==> config.mk <==
export PLATFORM = sky130hd
export DESIGN_NAME = blit_scheduler
export DESIGN_NICKNAME = d
export VERILOG_FILES = /design/src/rtl/blit_pkg.sv /design/src/rtl/blit_cmd_fifo.sv /design/src/rtl/blit_scheduler.sv
export SDC_FILE = /design/constraint.sdc
export NUM_CORES = 1
export LEC_CHECK = 0
export CORE_ASPECT_RATIO = 1.4
export CORE_UTILIZATION = 40
export CTS_BUF_LIST = sky130_fd_sc_hd__clkbuf_8 sky130_fd_sc_hd__clkbuf_16
export DETAILED_ROUTE_END_ITERATION = 6
export PLACE_DENSITY_LB_ADDON = 0.08
export SYNTH_ARGS = -nofsm -noshare
export SYNTH_HDL_FRONTEND = slang
export SYNTH_HIERARCHICAL = 1
export SYNTH_SLANG_ARGS = --single-unit
==> constraint.sdc <==
create_clock -name clk -period 5.31 [get_ports clk]
set_input_delay 0.7965 -clock clk [delete_from_list [all_inputs] [get_ports clk]]
set_output_delay 0.7965 -clock clk [all_outputs]
set_load 0.005 [all_outputs]
==> src/rtl/blit_pkg.sv <==
// rtl/blit_pkg.sv - shared types and screen constants for the blit scheduler
package blit_pkg;

  localparam int SRC_W    = 14;
  localparam int SCREEN_W = 640;
  localparam int SCREEN_H = 480;

  typedef struct packed {
    logic [9:0]       x;
    logic [9:0]       y;
    logic [9:0]       w;
    logic [9:0]       h;
    logic [SRC_W-1:0] src;
  } draw_cmd_t;

  typedef enum logic [2:0] {
    IDLE = 3'd0,
    LOAD = 3'd1,
    EXEC = 3'd2,
    REL  = 3'd3,
    NEXT = 3'd4
  } sched_state_t;

endpackage

==> src/rtl/blit_cmd_fifo.sv <==
// rtl/blit_cmd_fifo.sv - synchronous draw-command FIFO with registered read port
module blit_cmd_fifo
  import blit_pkg::*;
#(
  parameter int Depth = 16
) (
  input  logic                       clk,
  input  logic                       reset_n,
  input  logic                       push,
  input  draw_cmd_t                  push_data,
  input  logic                       pop,
  output draw_cmd_t                  pop_data,
  output logic                       full,
  output logic                       empty,
  output logic [$clog2(Depth):0]     count
);

  localparam int AW = $clog2(Depth);
  localparam int CW = AW + 1;

  draw_cmd_t       mem [Depth];
  logic [AW-1:0]   wr_ptr;
  logic [AW-1:0]   rd_ptr;
  logic            push_ok;
  logic            pop_ok;

  assign full    = (count == CW'(Depth));
  assign empty   = (count == '0);
  assign push_ok = push & ~full;
  assign pop_ok  = pop & ~empty;

  always_ff @(posedge clk) begin
    if (push_ok) mem[wr_ptr] <= push_data;
  end

  // Pointers wrap naturally because Depth is a power of two.
  always_ff @(posedge clk or negedge reset_n) begin
    if (!reset_n) begin
      wr_ptr   <= '0;
      rd_ptr   <= '0;
      count    <= '0;
      pop_data <= '0;
    end else begin
      if (push_ok) wr_ptr <= wr_ptr + AW'(1);
      if (pop_ok) begin
        rd_ptr   <= rd_ptr + AW'(1);
        pop_data <= mem[rd_ptr];
      end
      case ({push_ok, pop_ok})
        2'b10:   count <= count + CW'(1);
        2'b01:   count <= count - CW'(1);
        default: count <= count;
      endcase
    end
  end

endmodule

==> src/rtl/blit_scheduler.sv <==
// rtl/blit_scheduler.sv - per-frame replay of queued sprite draws to copy_engine (option: BLIT_SCHED_CLIP_EN)
module blit_scheduler
  import blit_pkg::*;
#(
  parameter int SrcAddrWidth = 14,
  parameter int FifoDepth    = 16
) (
  input  logic                          clk,
  input  logic                          reset_n,
  input  logic                          frame_clk,
  input  logic                          cmd_valid,
  output logic                          cmd_ready,
  input  logic [9:0]                    cmd_x,
  input  logic [9:0]                    cmd_y,
  input  logic [9:0]                    cmd_w,
  input  logic [9:0]                    cmd_h,
  input  logic [SrcAddrWidth-1:0]       cmd_src,
  output logic [9:0]                    dest_x_start,
  output logic [9:0]                    dest_x_end,
  output logic [9:0]                    dest_y_start,
  output logic [9:0]                    dest_y_end,
  output logic [SrcAddrWidth-1:0]       src_addr_start,
  output logic                          execute,
  input  logic                          status,
  output logic                          busy,
  output logic                          overrun,
  output logic [$clog2(FifoDepth):0]    fifo_count
);

  logic         frame_q1;
  logic         frame_q2;
  logic         start;
  sched_state_t state;
  draw_cmd_t    push_cmd;
  draw_cmd_t    head;
  logic         fifo_pop;
  logic         fifo_full;
  logic         fifo_empty;
  logic [9:0]   x_end;
  logic [9:0]   y_end;
  logic         discard;

  assign push_cmd = '{x: cmd_x, y: cmd_y, w: cmd_w, h: cmd_h, src: SRC_W'(cmd_src)};

  blit_cmd_fifo #(.Depth(FifoDepth)) u_fifo (
    .clk       (clk),
    .reset_n   (reset_n),
    .push      (cmd_valid),
    .push_data (push_cmd),
    .pop       (fifo_pop),
    .pop_data  (head),
    .full      (fifo_full),
    .empty     (fifo_empty),
    .count     (fifo_count)
  );

  assign start     = frame_q1 & ~frame_q2;
  assign cmd_ready = ~fifo_full;
  assign busy      = (state != IDLE);

`ifdef BLIT_SCHED_CLIP_EN
  logic [10:0] x_sum;
  logic [10:0] y_sum;
  assign x_sum   = {1'b0, head.x} + {1'b0, head.w};
  assign y_sum   = {1'b0, head.y} + {1'b0, head.h};
  assign x_end   = (x_sum > 11'(SCREEN_W)) ? 10'(SCREEN_W) : x_sum[9:0];
  assign y_end   = (y_sum > 11'(SCREEN_H)) ? 10'(SCREEN_H) : y_sum[9:0];
  assign discard = (head.w == '0) || (head.h == '0) ||
                   (head.x >= 10'(SCREEN_W)) || (head.y >= 10'(SCREEN_H));
`else
  assign x_end   = head.x + head.w;
  assign y_end   = head.y + head.h;
  assign discard = (head.w == '0) || (head.h == '0);
`endif

  // The FIFO read is registered, so the pop is issued on the way into LOAD.
  always_comb begin
    fifo_pop = 1'b0;
    if (!fifo_empty && ((state == IDLE && start) || state == NEXT)) fifo_pop = 1'b1;
  end

  always_ff @(posedge clk or negedge reset_n) begin
    if (!reset_n) begin
      frame_q1       <= 1'b0;
      frame_q2       <= 1'b0;
      state          <= IDLE;
      overrun        <= 1'b0;
      execute        <= 1'b0;
      dest_x_start   <= '0;
      dest_x_end     <= '0;
      dest_y_start   <= '0;
      dest_y_end     <= '0;
      src_addr_start <= '0;
    end else begin
      frame_q1 <= frame_clk;
      frame_q2 <= frame_q1;
      if (start && state != IDLE) overrun <= 1'b1;
      case (state)
        IDLE: if (start && !fifo_empty) state <= LOAD;
        LOAD: begin
          dest_x_start   <= head.x;
          dest_x_end     <= x_end;
          dest_y_start   <= head.y;
          dest_y_end     <= y_end;
          src_addr_start <= SrcAddrWidth'(head.src);
          state          <= discard ? NEXT : EXEC;
        end
        // execute only rises once the engine reports idle, keeping the handshake four-phase
        EXEC: begin
          if (execute && status) begin
            execute <= 1'b0;
            state   <= REL;
          end else if (!status) begin
            execute <= 1'b1;
          end
        end
        REL:  if (!status) state <= NEXT;
        NEXT: state <= fifo_empty ? IDLE : LOAD;
        default: state <= IDLE;
      endcase
    end
  end

endmodule
Word level (Yosys, flattened, before mapping)
Memories as Yosys holds them, arrays and structs flattened. A register that Yosys moved wholly into a read port is not among the register bits.
Index checks and enable logic that the tools add are counted.
{"block": "word_totals", "wordCells": 66, "output_inout_bits": 63, "in_bits": 59, "ff_bits": 74, "mem_bits_rw": 864, "mem_count": 1}
{"block": "classes", "bitwise_logic": 6, "muxes": 12, "n_addsub": 6, "eq_ne": 11, "reduce_logical": 17}
{"name": "u_fifo.mem", "words": 16, "width": 54, "rd": 1, "rd_ports_with_merged_regs": 1, "wr": 1, "line": "blit_cmd_fifo.sv:21", "source": "draw_cmd_t mem [Depth];"}
{"op": "10-bit adder", "n": 2}
{"op": "10-bit logical NOT", "n": 2}
{"op": "3-bit case mux with 5 select lines", "n": 1}
{"op": "3-bit 2-to-1 mux", "n": 4}
{"op": "5-bit case mux with 2 select lines", "n": 1}
{"op": "4-bit by 1-bit adder with 4-bit output, second input constant", "n": 2}
{"op": "3-bit by 2-bit equality test with 1-bit output, second input constant", "n": 2}
{"op": "1-bit 2-to-1 mux", "n": 6}
{"op": "5-bit by 1-bit adder with 5-bit output, second input constant", "n": 1}
{"op": "5-bit equality test, second input constant", "n": 1}
{"op": "1-bit logical AND", "n": 5}
{"op": "5-bit logical NOT", "n": 1}
{"op": "5-bit by 1-bit subtractor with 5-bit output, second input constant", "n": 1}
{"op": "2-bit by 1-bit != test with 1-bit output, second input constant", "n": 2}
{"op": "2-bit != test, second input constant", "n": 2}
{"op": "1-bit bitwise AND", "n": 3}
{"op": "3-bit by 1-bit equality test with 1-bit output, second input constant", "n": 1}
{"op": "3-bit equality test, second input constant", "n": 1}
{"op": "3-bit logical NOT", "n": 1}
{"op": "1-bit inverter", "n": 3}
{"op": "3-bit AND reduction", "n": 1}
{"op": "3-bit nonzero test", "n": 1}
{"op": "2-bit by 1-bit equality test with 1-bit output, second input constant", "n": 1}
{"op": "2-bit equality test, second input constant", "n": 1}
{"op": "4 further kinds", "n": 6}

Depth between registers and ports, before layout
{"block": "depth", "depth_word": 9, "mapped_depth": 15, "mapped_depth_nobuf": 12}

Cells and area by module
Netlist, hierarchy kept.
{"mod": "blit_cmd_fifo", "area_per_inst_um2": 35599.1, "seq_area_each_um2": 27621.5, "n_inst": 1, "cells_each": 1529}
{"mod": "blit_scheduler", "area_per_inst_um2": 3135.5, "seq_area_each_um2": 1526.5, "n_inst": 1, "cells_each": 354}

Least setup slack after synthesis
No wires, ideal clock.
{"block": "synth_timing", "kind": "input to register", "start": "input cmd_valid", "end": "memory u_fifo/mem[3][0] (netlist name), enable pin", "stages": 4, "required_ns": 4.778, "slack_ns": -0.242, "setup_time_ns": 0.532, "path_buffers": 1, "t_arrival_ns": 5.019, "cell_sequence": "and2_1 -> clkbuf_1 -> nand2_1 -> nor3_1"}
{"block": "synth_between", "elab_chain_cells": 3}
{"item": "from (decl)", "line": "blit_scheduler.sv:11", "source": "input logic cmd_valid,"}
{"item": "1-bit bitwise AND", "line": "blit_cmd_fifo.sv:29", "source": "assign push_ok = push & ~full;"}
{"item": "1-bit 2-to-1 mux", "line": "blit_cmd_fifo.sv:33", "source": "if (push_ok) mem[wr_ptr] <= push_data;"}
{"item": "1-bit 2-to-1 mux (implied by the code)", "line": "blit_cmd_fifo.sv:33"}
{"item": "to (decl)", "line": "blit_cmd_fifo.sv:21"}
No other way between the ends.

Worst setup path after layout
{"block": "layout_timing", "start": "register u_fifo.count[1]", "end": "register u_fifo.count[4]"}
{"block": "layout_between", "elab_chain_cells": 7, "elab_cells_between_ends": 15, "cone_classes": "2 x add/sub; 3 x eq/ne; 2 x mux; 4 x bitwise; 4 x reduce/logical"}
{"item": "from (decl)", "line": "blit_cmd_fifo.sv:15", "source": "output logic [$clog2(Depth):0] count"}
{"item": "from (signal assigned)", "line": "blit_cmd_fifo.sv:50", "source": "2'b10: count <= count + CW'(1);"}
{"item": "from (signal assigned)", "line": "blit_cmd_fifo.sv:51", "source": "2'b01: count <= count - CW'(1);"}
{"item": "from (signal assigned)", "line": "blit_cmd_fifo.sv:52", "source": "default: count <= count;"}
{"item": "5-bit logical NOT (*)", "line": "blit_cmd_fifo.sv:28", "source": "assign empty = (count == '0);"}
{"item": "net fifo_empty", "line": "blit_scheduler.sv:38", "source": "logic fifo_empty;"}
{"item": "1-bit logical NOT (*)", "line": "blit_scheduler.sv:79", "source": "if (!fifo_empty && ((state == IDLE && start) || state == NEXT)) fifo_pop = 1'b1;"}
{"item": "1-bit logical AND (*)", "line": "blit_scheduler.sv:79"}
{"item": "1-bit 2-to-1 mux (*)", "line": "blit_scheduler.sv:79"}
{"item": "net fifo_pop", "line": "blit_scheduler.sv:36", "source": "logic fifo_pop;"}
{"item": "1-bit bitwise AND (*)", "line": "blit_cmd_fifo.sv:30", "source": "assign pop_ok = pop & ~empty;"}
{"item": "2-bit by 1-bit equality test with 1-bit output / 2-bit equality test (equally long branches)", "line": "blit_cmd_fifo.sv:49", "source": "case ({push_ok, pop_ok})"}
{"item": "5-bit case mux with 2 select lines / 2-bit nonzero test (equally long branches)"}
The timed path passes the listed nets; every way through them passes the cells marked *.
A chain may end at the register's enable or synchronous reset.

==> metrics.yaml <==
worst_setup_path:
  reg2reg_from: "u_fifo/count[1]$_DFFE_PN0P_"
  path_class: "flop to flop"
  rr_endpoint: "u_fifo/count[4]$_DFFE_PN0P_"
  worstPathRequired_ns: 5.87
  critical-path-slowest-cell: "or4_4"
  critPathLaunchType: "flop"
  path_cells: "or4_4, nor2_1, nor4_1, o21a_4, ha_1, ha_1, nor2b_1, o21ai_0, a21oi_1, or3b_2, xnor2_1"
  critPathBufInv: 0
  reg2regPathDepth: 11
  max_stage_delay_ns: 0.56
  reg2reg_slack_ns: 2.16
  crit_path_end_kind: "flop"
  crit_family: "simple AND/OR/NAND/NOR gates"
  arrival_ns: 3.72
  worstPathMaxFanout: 5
  cpMostUsedCell: "ha_1"
cts:
  cts_resized: 0
  cts_tree: "done"
  clkTransAtPathRegs_ns: 0.07
  numCtsBuffers: 98
  cts_root_buf: "clkbuf_16"
  cts_setup_buffers: 0
  clockBufferDepth: 3
  cts_num_sinks: 992
  postCtsHoldBufs: 0
  htreeDepth: 3
  clkLatencyLatePin_ns: 0.70
floorplan:
  coreArea_um2: 95570
  dieArea_um2: 98100
  start_util_pct: 40.53
  io_pins: 122
  row_count: 134
  die_x_um: 265
  die_h_um: 370.2
final_layout:
  layout-drive-gt1-share_pct: 27.54
  syn_to_final_growth_pct: 15.46
  diodes: 0
  final_area_um2: 44720
  layout.nets: 2142
  stdcell_count: 3363
  finish.utilization_pct: 46.80
logic_synthesis:
  synth.area.mux_share_pct: 14.25
  synthTopCellsByArea: "edfxtp_1, mux4_2, dfrtp_1"
  synth_top_family_by_area: "multiplexers"
  ys_seq_area_share_pct: 75.25
  synthXorXnorAreaFrac_pct: 0.4070
  synth_fa_ha_area_share_pct: 1.027
  postSynth.asyncResetShare_pct: 12.90
  netlist_instances: 1883
  synth_cell_types: 52
  synth_ff_type: "edfxtp_1"
  synthMostInstantiatedCell: "edfxtp_1"
  syn_area_per_cell_um2: 20.57
  syn_area_um2: 38730
  synth-simple-area-share_pct: 2.268
  synth-edff-count: 864
  synth-compound-area-share_pct: 5.065
  synth-seq-cells: 992
  synth_commonest_cells: "edfxtp_1, mux4_2, nand2_1, dfrtp_1, o22ai_1"
  syn_nets: 1972
  synth_warnings: 6
  synth_top_area_share_pct: 66.98
  synth_area_leader_cell: "edfxtp_1"
placement:
  post-place-ws_ns: 1.852
  globalplace.congestion: 0.7637
  port_buffers: 121
  dp_cells: 3177
  place_area_um2: 41540
  hpwl_um: 53700
grt:
  grt_pass1_wl_um: 141200
  track_usage_pct: 20.20
  grt_max_degree: 66
  overflow: 0
  antenna_found_initial: 3
  grt_pass1_vias: 20070
detailed_routing:
  ant_nets: 0
  vias_per_cell: 5.591
  vias: 18800
  routed_wl_um: 96460
  firstDrtPassIters: 5
  drt_iter0_drc: 1307
  drc: 0
  wl_per_cell_um: 28.68
timing:
  setup_viol: 0
  maxSlewHeadroom_pct: 27.25
  rsz0062_at_grt: "no"
  period_needed_ns: 3.153
  hold_viol_final: 0
  hold-worst-slack_ns: 0.1479
  post-route-period-util_pct: 59.38
  drv_slew: 0
  fmax_ghz: 0.3172
  worst_pin_slew_ns: 1.091
  clock-skew-final_ns: 0.03111
  layout_setup_ws_ns: 2.157
  finalSetupTns_ns: 0
power:
  power_density_nw_per_um2: 562.0
  p_leak_nw: 14.63
  total_power_mw: 25.13
  vdd_drop_max_mv: 0.3099
run_status:
  status: "finished, final reports clean"
worst_hold_path:
  hold_class: "input port to async pin"
flow_run:
  maxCapViolCount: 0
==> per-layer routing <==
layer / track usage [%] / vias up / share of wire (%)
li1: - / 8029 / -
met5: 0 / - / 0.028
met2: 34.73 / 432 / 51
met3: 2.825 / 137 / 3.8
met1: 26.63 / 10200 / 43
met4: 6.158 / 4 / 2.2
==> power by group <==
group	switching, mW	internal, mW	total [mW]
registers	1.05	9.65	10.7
clock network	2.97	3.88	6.85
logic	4.02	3.57	7.59
total	8.03	17.1	25.1
==> registers in the layout, summed over array words and instances (netlist names), 5 cells and up <==
name / count
u_fifo/mem: 864
u_fifo/pop_data: 54
src_addr_start: 14
dest_x_end: 10
dest_x_start: 10
dest_y_end: 10
dest_y_start: 10
u_fifo/count: 5
==> final cells by class <==
cell class / instances / area (um^2)
tap: 1224 / 1531
fill: 8044 / 50840
timing repair buffer: 170 / 1680
clock buffer: 110 / 2663
clock inverter: 76 / 521.8
inverter: 24 / 90.09
sequential: 992 / 29160
multi-input combinational: 767 / 9077
==> cell usage in the layout, fill, tap and decap left out, drive strengths merged, types with 26 or more instances in the layout <==
master           n
a21oi           67
buf             50
clkbuf         110
clkdlybuf4s50  120
clkinv          38
dfrtp          128
edfxtp         864
ha              27
inv             54
mux2            55
mux4           216
nand2          139
nor2            26
o21ai           26
o22ai          108
==> worst max-delay path by stage <==
stage,depth (start not counted),endpoint,slack (ns),start
6_report,11,u_fifo/count[4]$_DFFE_PN0P_,2.16,u_fifo/count[1]$_DFFE_PN0P_
3_5_place_dp,10,u_fifo/count[4]$_DFFE_PN0P_,1.85,cmd_valid
3_3_place_gp,10,u_fifo/count[4]$_DFFE_PN0P_,1.78,cmd_valid
4_1_cts,11,u_fifo/count[4]$_DFFE_PN0P_,2.21,u_fifo/count[0]$_DFFE_PN0P_
2_1_floorplan,4,u_fifo/mem[15][0]$_DFFE_PP_,1.21,cmd_valid
5_1_grt,12,u_fifo/count[4]$_DFFE_PN0P_,1.99,u_fifo/count[0]$_DFFE_PN0P_
==> logic make-up after synthesis <==
logic type | Yosys count
buffers and inverters | 124
flip-flops | 992
XOR/XNOR | 18
AO/OA/AOI/OAI | 242
adder cells (fa/ha/maj) | 30
multiplexers | 274
AND/OR/NAND/NOR | 203
Power figures use the tool's default switching activity.
